$ cat src/rtl/alu_pkg.sv
// Shared definitions for the wide bit-serial ALU: opcode encoding, opcode
// classification helpers and flag indices.
package alu_pkg;

  typedef enum logic [2:0] {
    OP_ADD = 3'd0,
    OP_SUB = 3'd1,
    OP_ADC = 3'd2,
    OP_SBC = 3'd3,
    OP_AND = 3'd4,
    OP_OR  = 3'd5,
    OP_XOR = 3'd6,
    OP_MOV = 3'd7
  } alu_op_e;

  typedef enum logic [1:0] {
    FLAG_C = 2'd0,
    FLAG_V = 2'd1,
    FLAG_S = 2'd2,
    FLAG_Z = 2'd3
  } flag_idx_e;

  function automatic logic op_is_arith(input alu_op_e op);
    return (op == OP_ADD) || (op == OP_SUB) || (op == OP_ADC) || (op == OP_SBC);
  endfunction

  function automatic logic op_uses_carry(input alu_op_e op);
    return (op == OP_ADC) || (op == OP_SBC);
  endfunction

  function automatic logic op_is_sub(input alu_op_e op);
    return (op == OP_SUB) || (op == OP_SBC);
  endfunction

endpackage

$ cat src/rtl/serial_alu_slice.sv
// Combinational NSHIFT-bit ALU slice: adder/subtractor with carry-out and
// signed-overflow, plus bitwise ops and pass-through of arg2.
module serial_alu_slice
  import alu_pkg::*;
#(
  parameter int NSHIFT = 2
) (
  input  alu_op_e           op,
  input  logic [NSHIFT-1:0] a,
  input  logic [NSHIFT-1:0] b,
  input  logic              cin,
  output logic [NSHIFT-1:0] y,
  output logic              cout,
  output logic              ovf
);

  logic [NSHIFT-1:0] b_eff;
  logic [NSHIFT:0]   sum;

  // NOTE: combinational logic uses blocking '=' and assigns every output a
  // default first, so no path leaves a value held and no latch is inferred.
  always_comb begin
    b_eff = op_is_sub(op) ? ~b : b;
    sum   = {1'b0, a} + {1'b0, b_eff} + {{NSHIFT{1'b0}}, cin};
    y     = sum[NSHIFT-1:0];
    cout  = 1'b0;
    ovf   = 1'b0;
    if (op_is_arith(op)) begin
      cout = sum[NSHIFT];
      ovf  = (a[NSHIFT-1] == b_eff[NSHIFT-1]) && (sum[NSHIFT-1] != a[NSHIFT-1]);
    end else begin
      case (op)
        OP_AND:  y = a & b;
        OP_OR:   y = a | b;
        OP_XOR:  y = a ^ b;
        default: y = b;
      endcase
    end
  end

endmodule

$ cat src/rtl/serial_alu_wide.sv
// Bit-serial ALU: consumes one NSHIFT-bit chunk per enabled cycle, LSB first,
// over 1..MAX_REGS registers, with arg2 extension and end-of-op flag update.
module serial_alu_wide
  import alu_pkg::*;
#(
  parameter int NSHIFT   = 2,
  parameter int REG_BITS = 8,
  parameter int MAX_REGS = 4,
  parameter int LEN_BITS = $clog2(MAX_REGS),
  parameter int CNT_BITS = $clog2(MAX_REGS * REG_BITS / NSHIFT)
) (
  input  logic                clk,
  input  logic                reset,
  input  logic                start,
  input  logic [2:0]          op,
  input  logic [LEN_BITS-1:0] len,
  input  logic [LEN_BITS-1:0] arg2_len,
  input  logic                sext2,
  input  logic                update_flags,
  input  logic                step_en,
  input  logic [NSHIFT-1:0]   data_in1,
  input  logic [NSHIFT-1:0]   data_in2,
  output logic [NSHIFT-1:0]   data_out,
  output logic                out_valid,
  output logic                busy,
  output logic                done,
  output logic [CNT_BITS-1:0] counter,
  output logic                flag_c,
  output logic                flag_v,
  output logic                flag_s,
  output logic                flag_z
);

  localparam int CHUNKS = REG_BITS / NSHIFT;
  localparam int SW     = CNT_BITS + 1;

  typedef enum logic {S_IDLE, S_RUN} state_e;

  state_e              state_q, state_d;
  alu_op_e             op_q;
  logic [LEN_BITS-1:0] len_q, a2len_q;
  logic                sext_q, upd_q;
  logic [CNT_BITS-1:0] cnt_q;
  logic                carry_q, zero_q, sign_q;
  logic [3:0]          flags_q;

  logic [SW-1:0]       last_step, a2_steps, cnt_w;
  logic                first, is_last, ext_active, cin, cout, ovf, zero_next;
  logic [NSHIFT-1:0]   arg2_chunk;

  // Step bounds are compared one bit wider so MAX_REGS*CHUNKS itself fits.
  assign cnt_w      = {1'b0, cnt_q};
  assign last_step  = SW'((int'(len_q) + 1) * CHUNKS - 1);
  assign a2_steps   = SW'((int'(a2len_q) + 1) * CHUNKS);
  assign first      = (cnt_q == '0);
  assign is_last    = (cnt_w == last_step);
  assign ext_active = (cnt_w >= a2_steps);
  assign arg2_chunk = ext_active ? (sext_q ? {NSHIFT{sign_q}} : '0) : data_in2;

  assign busy      = (state_q == S_RUN);
  assign out_valid = busy && step_en;
  assign done      = out_valid && is_last;
  assign counter   = cnt_q;
  assign zero_next = (first ? 1'b1 : zero_q) && (data_out == '0);

  assign flag_c = flags_q[FLAG_C];
  assign flag_v = flags_q[FLAG_V];
  assign flag_s = flags_q[FLAG_S];
  assign flag_z = flags_q[FLAG_Z];

  always_comb begin
    cin = carry_q;
    if (first) begin
      case (op_q)
        OP_SUB:         cin = 1'b1;
        OP_ADC, OP_SBC: cin = flags_q[FLAG_C];
        default:        cin = 1'b0;
      endcase
    end
  end

  serial_alu_slice #(.NSHIFT(NSHIFT)) u_slice (
    .op   (op_q),
    .a    (data_in1),
    .b    (arg2_chunk),
    .cin  (cin),
    .y    (data_out),
    .cout (cout),
    .ovf  (ovf)
  );

  always_comb begin
    state_d = state_q;
    case (state_q)
      S_IDLE:  if (start) state_d = S_RUN;
      default: if (done)  state_d = S_IDLE;
    endcase
  end

  // NOTE: registered state uses non-blocking '<=' so every flop samples the
  // pre-edge values and ordering between statements cannot matter.
  always_ff @(posedge clk) begin
    if (reset) begin
      state_q <= S_IDLE;
      op_q    <= OP_ADD;
      len_q   <= '0;
      a2len_q <= '0;
      sext_q  <= 1'b0;
      upd_q   <= 1'b0;
      cnt_q   <= '0;
      carry_q <= 1'b0;
      zero_q  <= 1'b0;
      sign_q  <= 1'b0;
      flags_q <= '0;
    end else begin
      state_q <= state_d;
      if ((state_q == S_IDLE) && start) begin
        op_q    <= alu_op_e'(op);
        len_q   <= len;
        a2len_q <= (arg2_len > len) ? len : arg2_len;
        sext_q  <= sext2;
        upd_q   <= update_flags;
      end
      if (out_valid) begin
        cnt_q   <= is_last ? '0 : cnt_q + 1'b1;
        carry_q <= cout;
        zero_q  <= zero_next;
        // Remember the MSB of the last real arg2 chunk for sign extension.
        if (cnt_w == a2_steps - SW'(1)) sign_q <= data_in2[NSHIFT-1];
        if (is_last && upd_q) begin
          flags_q[FLAG_C] <= cout;
          flags_q[FLAG_V] <= ovf;
          flags_q[FLAG_S] <= data_out[NSHIFT-1];
          flags_q[FLAG_Z] <= zero_next;
        end
      end
    end
  end

endmodule

$ cat config.mk
export PLATFORM = sky130hd
export DESIGN_NAME = serial_alu_wide
export DESIGN_NICKNAME = d
export VERILOG_FILES = /design/src/rtl/alu_pkg.sv /design/src/rtl/serial_alu_slice.sv /design/src/rtl/serial_alu_wide.sv
export SDC_FILE = /design/constraint.sdc
export NUM_CORES = 1
export LEC_CHECK = 0
export ABC_AREA = 1
export BUFFER_PORTS_ARGS = -buffer_cell sky130_fd_sc_hd__buf_2
export CORE_UTILIZATION = 50
export DETAILED_ROUTE_END_ITERATION = 12
export GPL_ROUTABILITY_DRIVEN = 0
export PLACE_DENSITY = 0.77
export SLEW_MARGIN = 10
export SYNTH_ARGS = -nofsm -noshare
export SYNTH_HDL_FRONTEND = slang
export SYNTH_HIERARCHICAL = 1
export SYNTH_SLANG_ARGS = --single-unit
$ cat constraint.sdc
create_clock -name clk -period 3.4 [get_ports clk]
set_input_delay 0 -clock clk [delete_from_list [all_inputs] [get_ports clk]]
set_output_delay 0 -clock clk [all_outputs]
set_load 0.02 [all_outputs]
=== Word-level counts from Yosys, hierarchy flattened ===
Index checks and enable logic that the tools add are counted.

* Register bits after elaboration: 21
* Latch bits: 0
* Memory bits (writable): 0
* ROM bits: 0
* Input bits: 17
* Output and inout bits: 13
* Logic and storage cells: 66
* Memories kept: 0

* $add $sub $neg: 7
* Multipliers: 0
* Div/mod/pow operators: 0
* $lt $le $gt $ge: 2
* Equality and inequality tests: 10
* Shift-type cells: 0
* Mux-type cells: 15
* Bitwise gates (word level): 5
* Reduce and logical (&&, ||, !) cells: 16

{| class="wikitable"
|+ Operators by type and width
! cell !! number
|-
| $eq 4x5->1 || 2
|-
| $mux 2 || 5
|-
| $sub 5x1->5 const B || 2
|-
| $eq 3x3->1 const B || 3
|-
| $mux 1 || 7
|-
| $add 2x1->3 const B || 2
|-
| $eq 3x2->1 const B || 2
|-
| $logic_and 1x1->1 || 6
|-
| $pmux 2 s3 || 1
|-
| $ge 4x5->1 || 1
|-
| $add 4x1->4 const B || 1
|-
| $logic_not 4->1 || 1
|-
| $logic_or 1x1->1 || 4
|-
| $mux 4 || 1
|-
| $reduce_and 2->1 || 2
|-
| $add 2x2->3 || 1
|-
| $add 3x1->3 || 1
|-
| $eq 3x1->1 const B || 1
|-
| $logic_not 3->1 || 1
|-
| $and 2x2->2 || 1
|-
| $gt 2x2->1 || 1
|-
| $logic_not 2->1 || 1
|-
| $not 2->2 || 1
|-
| $or 2x2->2 || 1
|-
| 6 further kinds || 6
|}

=== Depth between registers and ports, before layout ===
Gate-level depths: netlist of run 1.

* Depth in word-level cells: 10
* Depth in mapped cells: 22
* Mapped depth without buffers: 22

=== Modules after synthesis ===
Netlist of run 1, hierarchy kept.

{| class="wikitable"
|+ Modules (own cells, without submodules)
! module !! times used !! cells an instance !! area an instance (µm²) !! sequential area each (µm²)
|-
| serial_alu_wide || 1 || 162 || 1109.8 || 420.4
|-
| serial_alu_slice || 1 || 44 || 281.5 || 0.0
|}

=== Least setup slack after synthesis of run 1 ===
Ideal clock, no wire load.

* Path kind: register -> register
* Start: reg cnt_q[2], in the netlist counter[2]
* End: reg flags_q[3]
* Setup time: 0.113 ns
* Arrival time: 2.956 ns
* Data required time: 3.287 ns
* Setup slack: 0.331 ns
* Stages on the path, launching flop included: 23
* Buffers on the path: 0
* Period minus slack after synthesis: 3.069 ns
* Path through: dfxtp_1 inv_1 ha_1 nand2_1 nand2_1 nand2_1 nand2_1 nand2_1 nand2_1 nand2_1 inv_1 xor2_1 fa_1 inv_1 fa_1 inv_1 nand2_1 nand2_1 nor2_1 nand2_1 nand3_1 nand2_1 nor2_1

* Cells in the longest elaborated chain, start to end: 9
* Elaborated cells on any way between the ends: 19
* Those cells by class: 2 x add/sub; 1 x order compare; 1 x eq/ne; 6 x mux; 4 x bitwise; 5 x reduce/logical

{| class="wikitable"
|+ RTL lines
! item !! line !! text
|-
| from (decl) || serial_alu_wide.sv:43 || <nowiki>logic [CNT_BITS-1:0] cnt_q;</nowiki>
|-
| from (signal assigned) || serial_alu_wide.sv:125 || <nowiki>cnt_q <= is_last ? '0 : cnt_q + 1'b1;</nowiki>
|-
| $ge 4x5->1 * || serial_alu_wide.sv:57 || <nowiki>assign ext_active = (cnt_w >= a2_steps);</nowiki>
|-
| $mux 2 * || serial_alu_wide.sv:58 || <nowiki>assign arg2_chunk = ext_active ? (sext_q ? {NSHIFT{sign_q}} : '0) : data_in2;</nowiki>
|-
| net arg2_chunk[0] || serial_alu_wide.sv:49 || <nowiki>logic [NSHIFT-1:0] arg2_chunk;</nowiki>
|-
| $not 2->2 || serial_alu_slice.sv:23 || <nowiki>b_eff = op_is_sub(op) ? ~b : b;</nowiki>
|-
| $mux 2 * || serial_alu_slice.sv:23 ||
|-
| $add 2x2->3 * || serial_alu_slice.sv:24 || <nowiki>sum = {1'b0, a} + {1'b0, b_eff} + {{NSHIFT{1'b0}}, cin};</nowiki>
|-
| $add 3x1->3 * || serial_alu_slice.sv:24 ||
|-
| $mux 2 * || serial_alu_slice.sv:28 || <nowiki>if (op_is_arith(op)) begin</nowiki>
|-
| net data_out[1] || serial_alu_wide.sv:23 || <nowiki>output logic [NSHIFT-1:0] data_out,</nowiki>
|-
| $logic_not 2->1 * || serial_alu_wide.sv:64 || <nowiki>assign zero_next = (first ? 1'b1 : zero_q) && (data_out == '0);</nowiki>
|-
| $logic_and 1x1->1 * || serial_alu_wide.sv:64 ||
|-
| to (signal, indexed assignment) || serial_alu_wide.sv:131 || <nowiki>flags_q[FLAG_C] <= cout;</nowiki>
|-
| to (signal, indexed assignment) || serial_alu_wide.sv:132 || <nowiki>flags_q[FLAG_V] <= ovf;</nowiki>
|-
| to (signal, indexed assignment) || serial_alu_wide.sv:133 || <nowiki>flags_q[FLAG_S] <= data_out[NSHIFT-1];</nowiki>
|-
| to (decl) || serial_alu_wide.sv:45 || <nowiki>logic [3:0] flags_q;</nowiki>
|}

The timed path passes the listed nets; every way through them passes the cells marked *.
A chain may end at the register's enable or synchronous reset.

=== Final worst setup path of run 1 ===
* Start: reg a2len_q[0]
* End: out data_out[1]

* Cells in the longest elaborated chain, start to end: 8
* Elaborated cells on any way between the ends: 12
* Those cells by class: 3 x add/sub; 1 x order compare; 4 x mux; 4 x bitwise

{| class="wikitable"
|+ RTL lines
! item !! line !! text
|-
| from (decl) || serial_alu_wide.sv:41 || <nowiki>logic [LEN_BITS-1:0] len_q, a2len_q;</nowiki>
|-
| from (signal assigned) || serial_alu_wide.sv:120 || <nowiki>a2len_q <= (arg2_len > len) ? len : arg2_len;</nowiki>
|-
| $add 2x1->3 * || serial_alu_wide.sv:54 || <nowiki>assign a2_steps = SW'((int'(a2len_q) + 1) * CHUNKS);</nowiki>
|-
| $ge 4x5->1 * || serial_alu_wide.sv:57 ||
|-
| $mux 2 * || serial_alu_wide.sv:58 ||
|-
| net arg2_chunk[0] || serial_alu_wide.sv:49 ||
|-
| $not 2->2 || serial_alu_slice.sv:23 ||
|-
| $mux 2 * || serial_alu_slice.sv:23 ||
|-
| $add 2x2->3 * || serial_alu_slice.sv:24 ||
|-
| $add 3x1->3 * || serial_alu_slice.sv:24 ||
|-
| $mux 2 * || serial_alu_slice.sv:28 ||
|-
| to (decl) || serial_alu_wide.sv:23 ||
|}

Marks and branches as above.

==> flow_metrics.env, run 1 <==
export IMPL_drive_gt1_frac=0.174
export IMPL_ys_ff_latch=21
export IMPL_synth_edf_count=0
export IMPL_slew_headroom=0.712
export IMPL_setup_violations=0
export IMPL_ys_async_sr_fraction=0
export IMPL_dr_pass1_iters=4
export IMPL_holdPathStages=3
export IMPL_crit_top_cell="nand2_1"
export IMPL_fin_tns_setup_ns=0
export IMPL_start_util=0.547
export IMPL_path_clk_slew_ns=0.11
export IMPL_drt_wl_total_um=2710
export IMPL_fin_cells=277
export IMPL_period_minus_slack_ns=3.07
export IMPL_antenna_cells=0
export IMPL_detailed_place_hpwl_um=2080
export IMPL_avgSynthCellArea_um2=6.75
export IMPL_power_uw=564
export IMPL_synth_cell_types=22
export IMPL_cts_tree="built"
export IMPL_grt_pass1_wl_um=4540
export IMPL_cp_end_kind="primary output"
export IMPL_worstReg2RegEnd="flags_q[1]"
export IMPL_grt_max_degree=18
export IMPL_netlist_top_cells_area="dfxtp_1, nand2_1, ha_1"
export IMPL_cp_num_buf_inv=5
export IMPL_crit_required_ns=3.40
export IMPL_setup_worst_path_class="flip-flop to primary output"
export IMPL_vias=1318
export IMPL_cp_max_fo=4
export IMPL_grt_pass1_vias=1155
export IMPL_fin_nets=280
export IMPL_cts_resized_gates=0
export IMPL_synthCells=206
export IMPL_status="finished clean"
export IMPL_rows=18
export IMPL_multi_input_area_um2=816
export IMPL_ios=30
export IMPL_yosysTopAreaCellShare=0.302
export IMPL_avgRoutedWirePerCell_um=9.80
export IMPL_fin_ws_ns=0.331
export IMPL_crit_slowest_cell="fa_1"
export IMPL_drt_iter0_markers=24
export IMPL_power_leakage_uw=0.000867
export IMPL_finalHoldViolCount=0
export IMPL_crit_chain="ha_1 -> inv_1 -> ha_1 -> nand2_1 -> nand2_1 -> nand2_1 -> nand2_1 -> nand2_1 -> inv_1 -> xor2_1 -> fa_1 -> inv_1 -> fa_1 -> inv_1 -> nand2_1 -> nand2_1 -> buf_2"
export IMPL_die_w_um=54.8
export IMPL_worstPathArrival_ns=3.07
export IMPL_yosys_area_top_type="dfxtp_1"
export IMPL_post_cts_buffers=0
export IMPL_holdBufCountCts=9
export IMPL_peakVddDrop_v=0.000263
export IMPL_die_area_um2=3000
export IMPL_crit_family="adder cells"
export IMPL_antenna_found_initial=0
export IMPL_synth_cells_most_frequent="nand2_1, inv_1, nor2_1"
export IMPL_timing_rr_start="a2len_q[0]"
export IMPL_ys_seq_area_frac=0.302
export IMPL_syn_nets=238
export IMPL_critPathMaxStageDelay_ns=0.40
export IMPL_grt_overflow_total=0
export IMPL_clock_skew_ns=0.00737
export IMPL_start_kind="flip-flop"
export IMPL_hold_path_class="primary input to flip-flop"
export IMPL_cts_made_buffers=3
export IMPL_rrSetupSlack_ns=0.38
export IMPL_powerDensity_nw_per_um2=335
export IMPL_worstMarginPinSlew_ns=0.432
export IMPL_insertion_delay_ns=0.30
export IMPL_port_buffers=29
export IMPL_holdPathEnd="op_q[1]"
export IMPL_min_from="op[1]"
export IMPL_ys_warn_count=6
export IMPL_place_ws_ns=0.389
export IMPL_ant_nets=0
export IMPL_worst_r2r_path_depth=20
export IMPL_rsz0062_at_grt="no"
export IMPL_period_share=0.903
export IMPL_fp_dieH_um=54.8
export IMPL_drc=0
export IMPL_area_growth_pct=21.1
export IMPL_hold_ws_ns=0.0126
export IMPL_timing_fmax_ghz=0.326
export IMPL_register_area_um2=420
export IMPL_drv_cap=0
export IMPL_fp_coreArea_um2=2540
export IMPL_synth_area_um2=1390
export IMPL_grt_usage=0.211
export IMPL_vias_per_cell=4.76
export IMPL_numPlacedInstances=264
export IMPL_clock_root_buffer="clkbuf_4"
export IMPL_cts_sinks=21
export IMPL_synth_most_common_cell="nand2_1"
export IMPL_drv_slew=0
export IMPL_htree_levels=1
export IMPL_fillers=249
export IMPL_ys_flop_type="dfxtp_1"
export IMPL_ctsLongestPathBuffers=2
[stage by stage]
step | utilization | cell area [um2]
after CTS | 0.662 | 1690
after floorplan | - | 1390
after global placement | 0.617 | 1570
after global routing | 0.662 | 1690
after detailed placement | 0.617 | 1570
final | 0.662 | 1690
[per-layer routing]
layer	track usage	wire length [um]	up-vias
met5	0	0	-
met4	0.103	34	0
met3	0.0333	93	6
met2	0.355	1220	26
met1	0.257	1370	561
li1	-	-	725
[cell usage in the layout, fill, tap and decap left out]
cell,n
nand3_2,1
nand2_2,2
nor2_1,24
o21ai_0,15
nand2_1,46
clkbuf_4,3
a21oi_1,9
a31oi_1,2
buf_2,29
ha_1,13
clkbuf_1,1
nor3_1,1
inv_1,38
xor2_1,4
o31ai_1,1
dfxtp_1,21
a211oi_1,1
nand3_1,15
dlygate4sd3_1,9
fa_1,2
or2_2,1
nor2_2,2
nor2_4,3
nand4_1,2
inv_2,2
[cell type report]
type	instances	share of cell area
Clock buffer	4	0.0156
Inverter	40	0.0891
Multi-Input combinational cell	144	0.484
Sequential cell	21	0.249
Tap cell	30	0.0223
Timing Repair Buffer	38	0.140
[sequential cells by signal, summed over array words and instances, names as in the netlist]
| register | flops |
|---|---|
| a2len_q | 2 |
| busy | 1 |
| carry_q | 1 |
| counter | 4 |
| flags_q | 4 |
| len_q | 2 |
| op_q | 3 |
| sext_q | 1 |
| sign_q | 1 |
| upd_q | 1 |
| zero_q | 1 |
[kinds of logic after synthesis]
group                    count (synthesis)  synth area share
AND/OR/NAND/NOR                         97             0.309
buffers and inverters                   41             0.112
AO/OA/AOI/OAI                           28             0.106
flip-flops                              21             0.302
adder cells (fa/ha/maj)                 15             0.146
XOR/XNOR                                 4            0.0252
[how the worst max path moves through the flow]
| stage | from | endpoint | cells past startpoint |
|---|---|---|---|
| CTS | a2len_q[0] | data_out[1] | 17 |
| global route | a2len_q[0] | data_out[1] | 17 |
| floorplan | counter[2] | flags_q[3] | 22 |
| global placement | a2len_q[0] | flags_q[3] | 21 |
| detailed placement | a2len_q[0] | flags_q[3] | 21 |
| finish | a2len_q[0] | data_out[1] | 17 |
[tightest hold or removal path: cells and delay by family]
kind	cells	cell delay, ns
AOI/OAI and AO/OA	2	0.19
buffers and inverters	1	0.08
[power by group]
| part | internal [uW] | switching [uW] | total, uW |
|---|---|---|---|
| Sequential | 258 | 13.8 | 272 |
| Combinational | 67.8 | 107 | 175 |
| Clock | 45.6 | 71.2 | 117 |
| Total | 372 | 192 | 564 |
No activity file was read; power rests on OpenSTA's default activity.
==> run 2: changes to the inputs <==
- ABC_CLOCK_PERIOD_IN_PS: unset -> 4000
- CORE_UTILIZATION: 50 -> 55
- PLACE_DENSITY: 0.77 -> 0.84
- clock period: 3.4 -> 4 ns (I/O delays scaled with it)
==> flow_metrics.env, run 2 (synthesis gave the netlist of run 1 again) <==
export IMPL_peakVddDrop_v=0.000236
export IMPL_cp_max_fo=4
export IMPL_drc=0
export IMPL_period_minus_slack_ns=3.16
export IMPL_power_leakage_uw=0.000866
export IMPL_worstMarginPinSlew_ns=0.450
export IMPL_dr_pass1_iters=4
export IMPL_clock_skew_ns=0.00834
export IMPL_detailed_place_hpwl_um=2180
export IMPL_grt_usage=0.245
export IMPL_hold_path_class="primary input to flip-flop"
export IMPL_worstPathArrival_ns=3.16
export IMPL_fp_coreArea_um2=2300
export IMPL_htree_levels=1
export IMPL_drt_iter0_markers=18
export IMPL_vias_per_cell=4.92
export IMPL_cts_made_buffers=3
export IMPL_area_growth_pct=21.2
export IMPL_setup_worst_path_class="flip-flop to primary output"
export IMPL_vias=1352
export IMPL_start_kind="flip-flop"
export IMPL_critPathMaxStageDelay_ns=0.41
export IMPL_timing_fmax_ghz=0.317
export IMPL_finalHoldViolCount=0
export IMPL_insertion_delay_ns=0.32
export IMPL_critPathCapture="data_out[1]"
export IMPL_worst_r2r_path_depth=20
export IMPL_ctsLongestPathBuffers=2
export IMPL_avgRoutedWirePerCell_um=10.3
export IMPL_drt_wl_total_um=2840
export IMPL_grt_pass1_vias=1289
export IMPL_die_area_um2=2730
export IMPL_power_uw=495
export IMPL_crit_slowest_cell="fa_1"
export IMPL_die_w_um=52.3
export IMPL_fp_dieH_um=52.3
export IMPL_clock_root_buffer="clkbuf_4"
export IMPL_drive_gt1_frac=0.178
export IMPL_timing_rr_start="a2len_q[0]"
export IMPL_rows=17
export IMPL_rsz0062_at_grt="no"
export IMPL_drv_cap=0
export IMPL_port_buffers=29
export IMPL_slew_headroom=0.700
export IMPL_grt_overflow_total=0
export IMPL_cts_tree="built"
export IMPL_min_from="op[1]"
export IMPL_grt_pass1_wl_um=5070
export IMPL_status="finished clean"
export IMPL_cts_sinks=21
export IMPL_met1_usage=0.284
export IMPL_cts_resized_gates=0
export IMPL_antenna_cells=0
export IMPL_setup_violations=0
export IMPL_rrSetupSlack_ns=0.90
export IMPL_final_cell_mix="nand2_1, inv_1, buf_2"
export IMPL_grt_util_met2=0.454
export IMPL_holdPathStages=3
export IMPL_fin_tns_setup_ns=0
export IMPL_ant_nets=0
export IMPL_powerDensity_nw_per_um2=293
export IMPL_ios=30
export IMPL_grtUsageMet3=0.0522
export IMPL_antenna_found_initial=0
export IMPL_crit_top_cell="nand2_1"
export IMPL_crit_required_ns=4.00
export IMPL_grt_max_degree=18
export IMPL_startpoint="a2len_q[0]"
export IMPL_start_util=0.606
export IMPL_fin_nets=280
export IMPL_path_clk_slew_ns=0.13
export IMPL_drv_slew=0
export IMPL_mostFrequentLayoutCell="nand2_1"
export IMPL_cp_end_kind="primary output"
export IMPL_worstReg2RegEnd="flags_q[1]"
export IMPL_crit_chain="ha_1 -> inv_1 -> ha_1 -> nand2_1 -> nand2_1 -> nand2_1 -> nand2_1 -> nand2_1 -> inv_1 -> xor2_1 -> fa_1 -> inv_1 -> fa_1 -> inv_1 -> nand2_1 -> nand2_1 -> buf_2"
export IMPL_busiest_layer="met2"
export IMPL_period_share=0.789
==> run 2: cell types whose count changed in the layout (fill, tap and decap cells not counted), sizes merged <==
cell / previous run / this run
clkbuf: 4 / 3
clkinvlp: 0 / 1
==> run 2: power by group <==
part / leakage [uW] / internal (uW) / switching, uW
combinational: 0.000680 / 58.4 / 93.3
sequential: 0.000172 / 220 / 11.3
clock: 0.0000139 / 38.3 / 73.9
total: 0.000866 / 316 / 178
==> run 2: what timing repair did <==
action / CTS / global route
hold endpoints to repair: 9 / 0
hold buffers: 9 / 0
setup endpoints to repair: 0 / 0
buffers inserted: 0 / 0
==> run 2: how the worst min path moves through the flow <==
stage,slack [ns],endpoint
final,0.01,op_q[1]
after global routing,0.02,op_q[1]
after CTS,0.001,op_q[1]
after detailed placement,0.17,a2len_q[0]
after global placement,0.17,a2len_q[0]
after floorplan,0.07,a2len_q[0]
==> run 2: area by class of cell <==
type                            count  area, um2
Timing Repair Buffer               38        235
Tap cell                           28       35.0
Multi-Input combinational cell    144        816
Clock buffer                        3       22.5
Inverter                           40        150
Sequential cell                    21        420
Fill cell                         198        611
Clock inverter                      1       7.51
==> run 2: through the flow <==
step                instances  hold slack (ns)  setup slack [ns]  instance area, um2   util
floorplan                 206           0.0691             0.931                1390      -
global placement          262            0.174              1.04                1570  0.682
detailed placement        262            0.174             0.925                1570  0.682
CTS                       275          0.00138             0.813                1690  0.734
global route              275           0.0250             0.526                1690  0.734
finish                    275           0.0132             0.843                1690  0.734
==> run 2: critical path, delay by kind of cell, from the launching register on <==
family	cells	cell delay, ns
xor+xnor	1	0.18
fa+ha+maj	4	1.33
buf+inv	5	0.47
flops	1	0.36
simple gates	7	0.49
==> run 2: layer usage <==
metal  up-vias  routed length [um]
met2        21                1360
met3         3                  91
met5         -                   0
met1       605                1370
met4         0                  13
li1        723                   -
==> run 3: changes to the inputs <==
- ABC_AREA: 1 -> 0
- ABC_CLOCK_PERIOD_IN_PS: 4000 -> 3290
- CORE_UTILIZATION: 55 -> 54
- PLACE_DENSITY: 0.84 -> 0.82
- clock period: 4 -> 3.29 ns (I/O delays scaled with it)
==> flow_metrics.env, run 3 <==
export IMPL_avgRoutedWirePerCell_um=14.0
export IMPL_grt_max_degree=27
export IMPL_yosysTopAreaCellShare=0.285
export IMPL_rsz0062_at_grt="yes"
export IMPL_ant_nets=0
export IMPL_start_kind="flip-flop"
export IMPL_final_core_util=0.748
export IMPL_failed_checks="setup timing"
export IMPL_ys_flop_type="dfxtp_1"
export IMPL_mostFrequentLayoutCell="nand2_1"
export IMPL_avgSynthCellArea_um2=8.42
export IMPL_fin_ws_ns=-0.0332
export IMPL_clock_skew_ns=0.00351
export IMPL_hold_path_class="primary input to flip-flop"
export IMPL_path_clk_slew_ns=0.11
export IMPL_stdcell_area_um2=1890
export IMPL_start_util=0.584
export IMPL_powerDensity_nw_per_um2=343
export IMPL_dr_pass1_iters=4
export IMPL_netlist_top_cells_area="dfxtp_1, ha_1, nand2_1"
export IMPL_ys_seq_area_frac=0.285
export IMPL_ys_async_sr_fraction=0
export IMPL_fp_dieH_um=54.2
export IMPL_yosys_area_top_type="dfxtp_1"
export IMPL_holdPathStages=4
export IMPL_slew_headroom=0.696
export IMPL_clock_root_buffer="clkbuf_4"
export IMPL_die_area_um2=2940
export IMPL_fin_nets=250
export IMPL_period_share=1.01
export IMPL_drt_wl_total_um=3460
export IMPL_cts_sinks=21
export IMPL_worstPathArrival_ns=3.32
export IMPL_synth_area_um2=1470
export IMPL_synth_most_common_cell="nand2_1"
export IMPL_insertion_delay_ns=0.30
export IMPL_worst_r2r_path_depth=16
export IMPL_drt_iter0_markers=37
export IMPL_synthCells=175
export IMPL_crit_required_ns=3.29
export IMPL_setup_worst_path_class="flip-flop to primary output"
export IMPL_drv_cap=0
export IMPL_final_cell_mix="nand2_1, buf_2, inv_1"
export IMPL_timing_fmax_ghz=0.301
export IMPL_cp_max_fo=4
export IMPL_synth_cells_most_frequent="nand2_1, inv_1, dfxtp_1"
export IMPL_grt_pass1_wl_um=5420
export IMPL_vias=1351
export IMPL_cp_end_kind="primary output"
export IMPL_grt_usage=0.260
export IMPL_place_area_um2=1640
export IMPL_fp_coreArea_um2=2520
export IMPL_ys_ff_latch=21
export IMPL_htree_levels=1
export IMPL_ios=30
export IMPL_ctsLongestPathBuffers=2
export IMPL_antenna_found_initial=0
export IMPL_ys_warn_count=6
export IMPL_area_growth_pct=28.1
export IMPL_startpoint="a2len_q[0]"
export IMPL_power_leakage_uw=0.000812
export IMPL_grt_overflow_total=0
export IMPL_rows=18
export IMPL_vias_per_cell=5.47
export IMPL_critPathCapture="data_out[1]"
export IMPL_antenna_cells=0
export IMPL_die_w_um=54.2
export IMPL_worstReg2RegEnd="flags_q[2]"
export IMPL_cts_made_buffers=3
export IMPL_cts_tree="built"
export IMPL_peakVddDrop_v=0.000275
export IMPL_synth_cell_types=41
export IMPL_place_ws_ns=-0.0630
export IMPL_rrSetupSlack_ns=0.04
export IMPL_setup_violations=1
export IMPL_drive_gt1_frac=0.290
export IMPL_period_minus_slack_ns=3.32
export IMPL_grt_pass1_vias=1302
export IMPL_worstMarginPinSlew_ns=0.453
export IMPL_hold_ws_ns=0.0961
export IMPL_drv_slew=0
export IMPL_drc=0
export IMPL_finalHoldViolCount=0
export IMPL_timing_rr_start="a2len_q[0]"
export IMPL_synth_edf_count=0
export IMPL_port_buffers=29
export IMPL_detailed_place_hpwl_um=2530
export IMPL_status="finished with violations"
export IMPL_syn_nets=207
-- run 3: area by class of cell --
class,count,area [um2]
tap,30,37.5
timing repair buffer,45,294
sequential,21,427
inverter,23,86.3
multi-input combinational,124,1020
clock buffer,4,26.3
fill,208,636
-- run 3: how the worst min path moves through the flow --
stage,start,to,slack [ns]
after global placement,op[1],op_q[1],0.24
after floorplan,sext2,sext_q,0.14
after global routing,step_en,counter[2],0.12
final,step_en,counter[2],0.1
after detailed placement,op[1],op_q[1],0.25
after CTS,step_en,counter[2],0.09
-- run 3: cells by family (layout without fill, tap and decap cells) --
family	after synthesis	count (layout)	synth area share
AOI/OAI and AO/OA	29	29	0.129
xor gates and xnor gates	6	6	0.0552
adders and majority gates	15	15	0.138
buffers and inverters	30	72	0.0918
DFF	21	21	0.285
muxes	11	11	0.0790
and+or+nand+nor	63	63	0.222
-- run 3: report_power, final --
part	switching, uW	total, uW	internal [uW]
clock	76.2	124	47.3
sequential	13.9	278	264
combinational	124	246	122
total	214	647	434
-- run 3: worst max-delay path, stage by stage (launching register included) --
cell	delay [ns]
dfxtp_4	0.37
ha_4	0.27
inv_2	0.04
ha_4	0.26
nand2b_4	0.06
o22ai_4	0.16
mux2i_4	0.29
xnor2_2	0.11
fa_2	0.38
inv_2	0.07
fa_1	0.42
inv_1	0.09
o22ai_2	0.11
a31oi_4	0.23
buf_6	0.15
-- run 3: repair_timing --
item,4_1_cts,5_1_grt
buffers inserted,4,0
endpoints found under the setup margin,3,5
hold endpoints to repair,9,0
resized for setup,5,17
pin swaps,2,8
hold buffers,9,0
-- run 3: metrics by stage --
stage                     std cells  TNS, ns  power [uW]
after floorplan                 175        0         416
after global placement          230        0         456
after detailed placement        230   -0.112         469
after global routing            247   -0.419         685
after CTS                       247        0         624
final                           247  -0.0332         647
-- run 3: routing by layer --
layer | share of wire | vias up | track usage | routed length (um)
li1 | - | 666 | - | -
met1 | 0.42 | 631 | 0.301 | 1460
met2 | 0.53 | 45 | 0.472 | 1820
met3 | 0.037 | 9 | 0.0528 | 128
met4 | 0.014 | 0 | 0.0812 | 49
met5 | 0 | - | 0 | 0
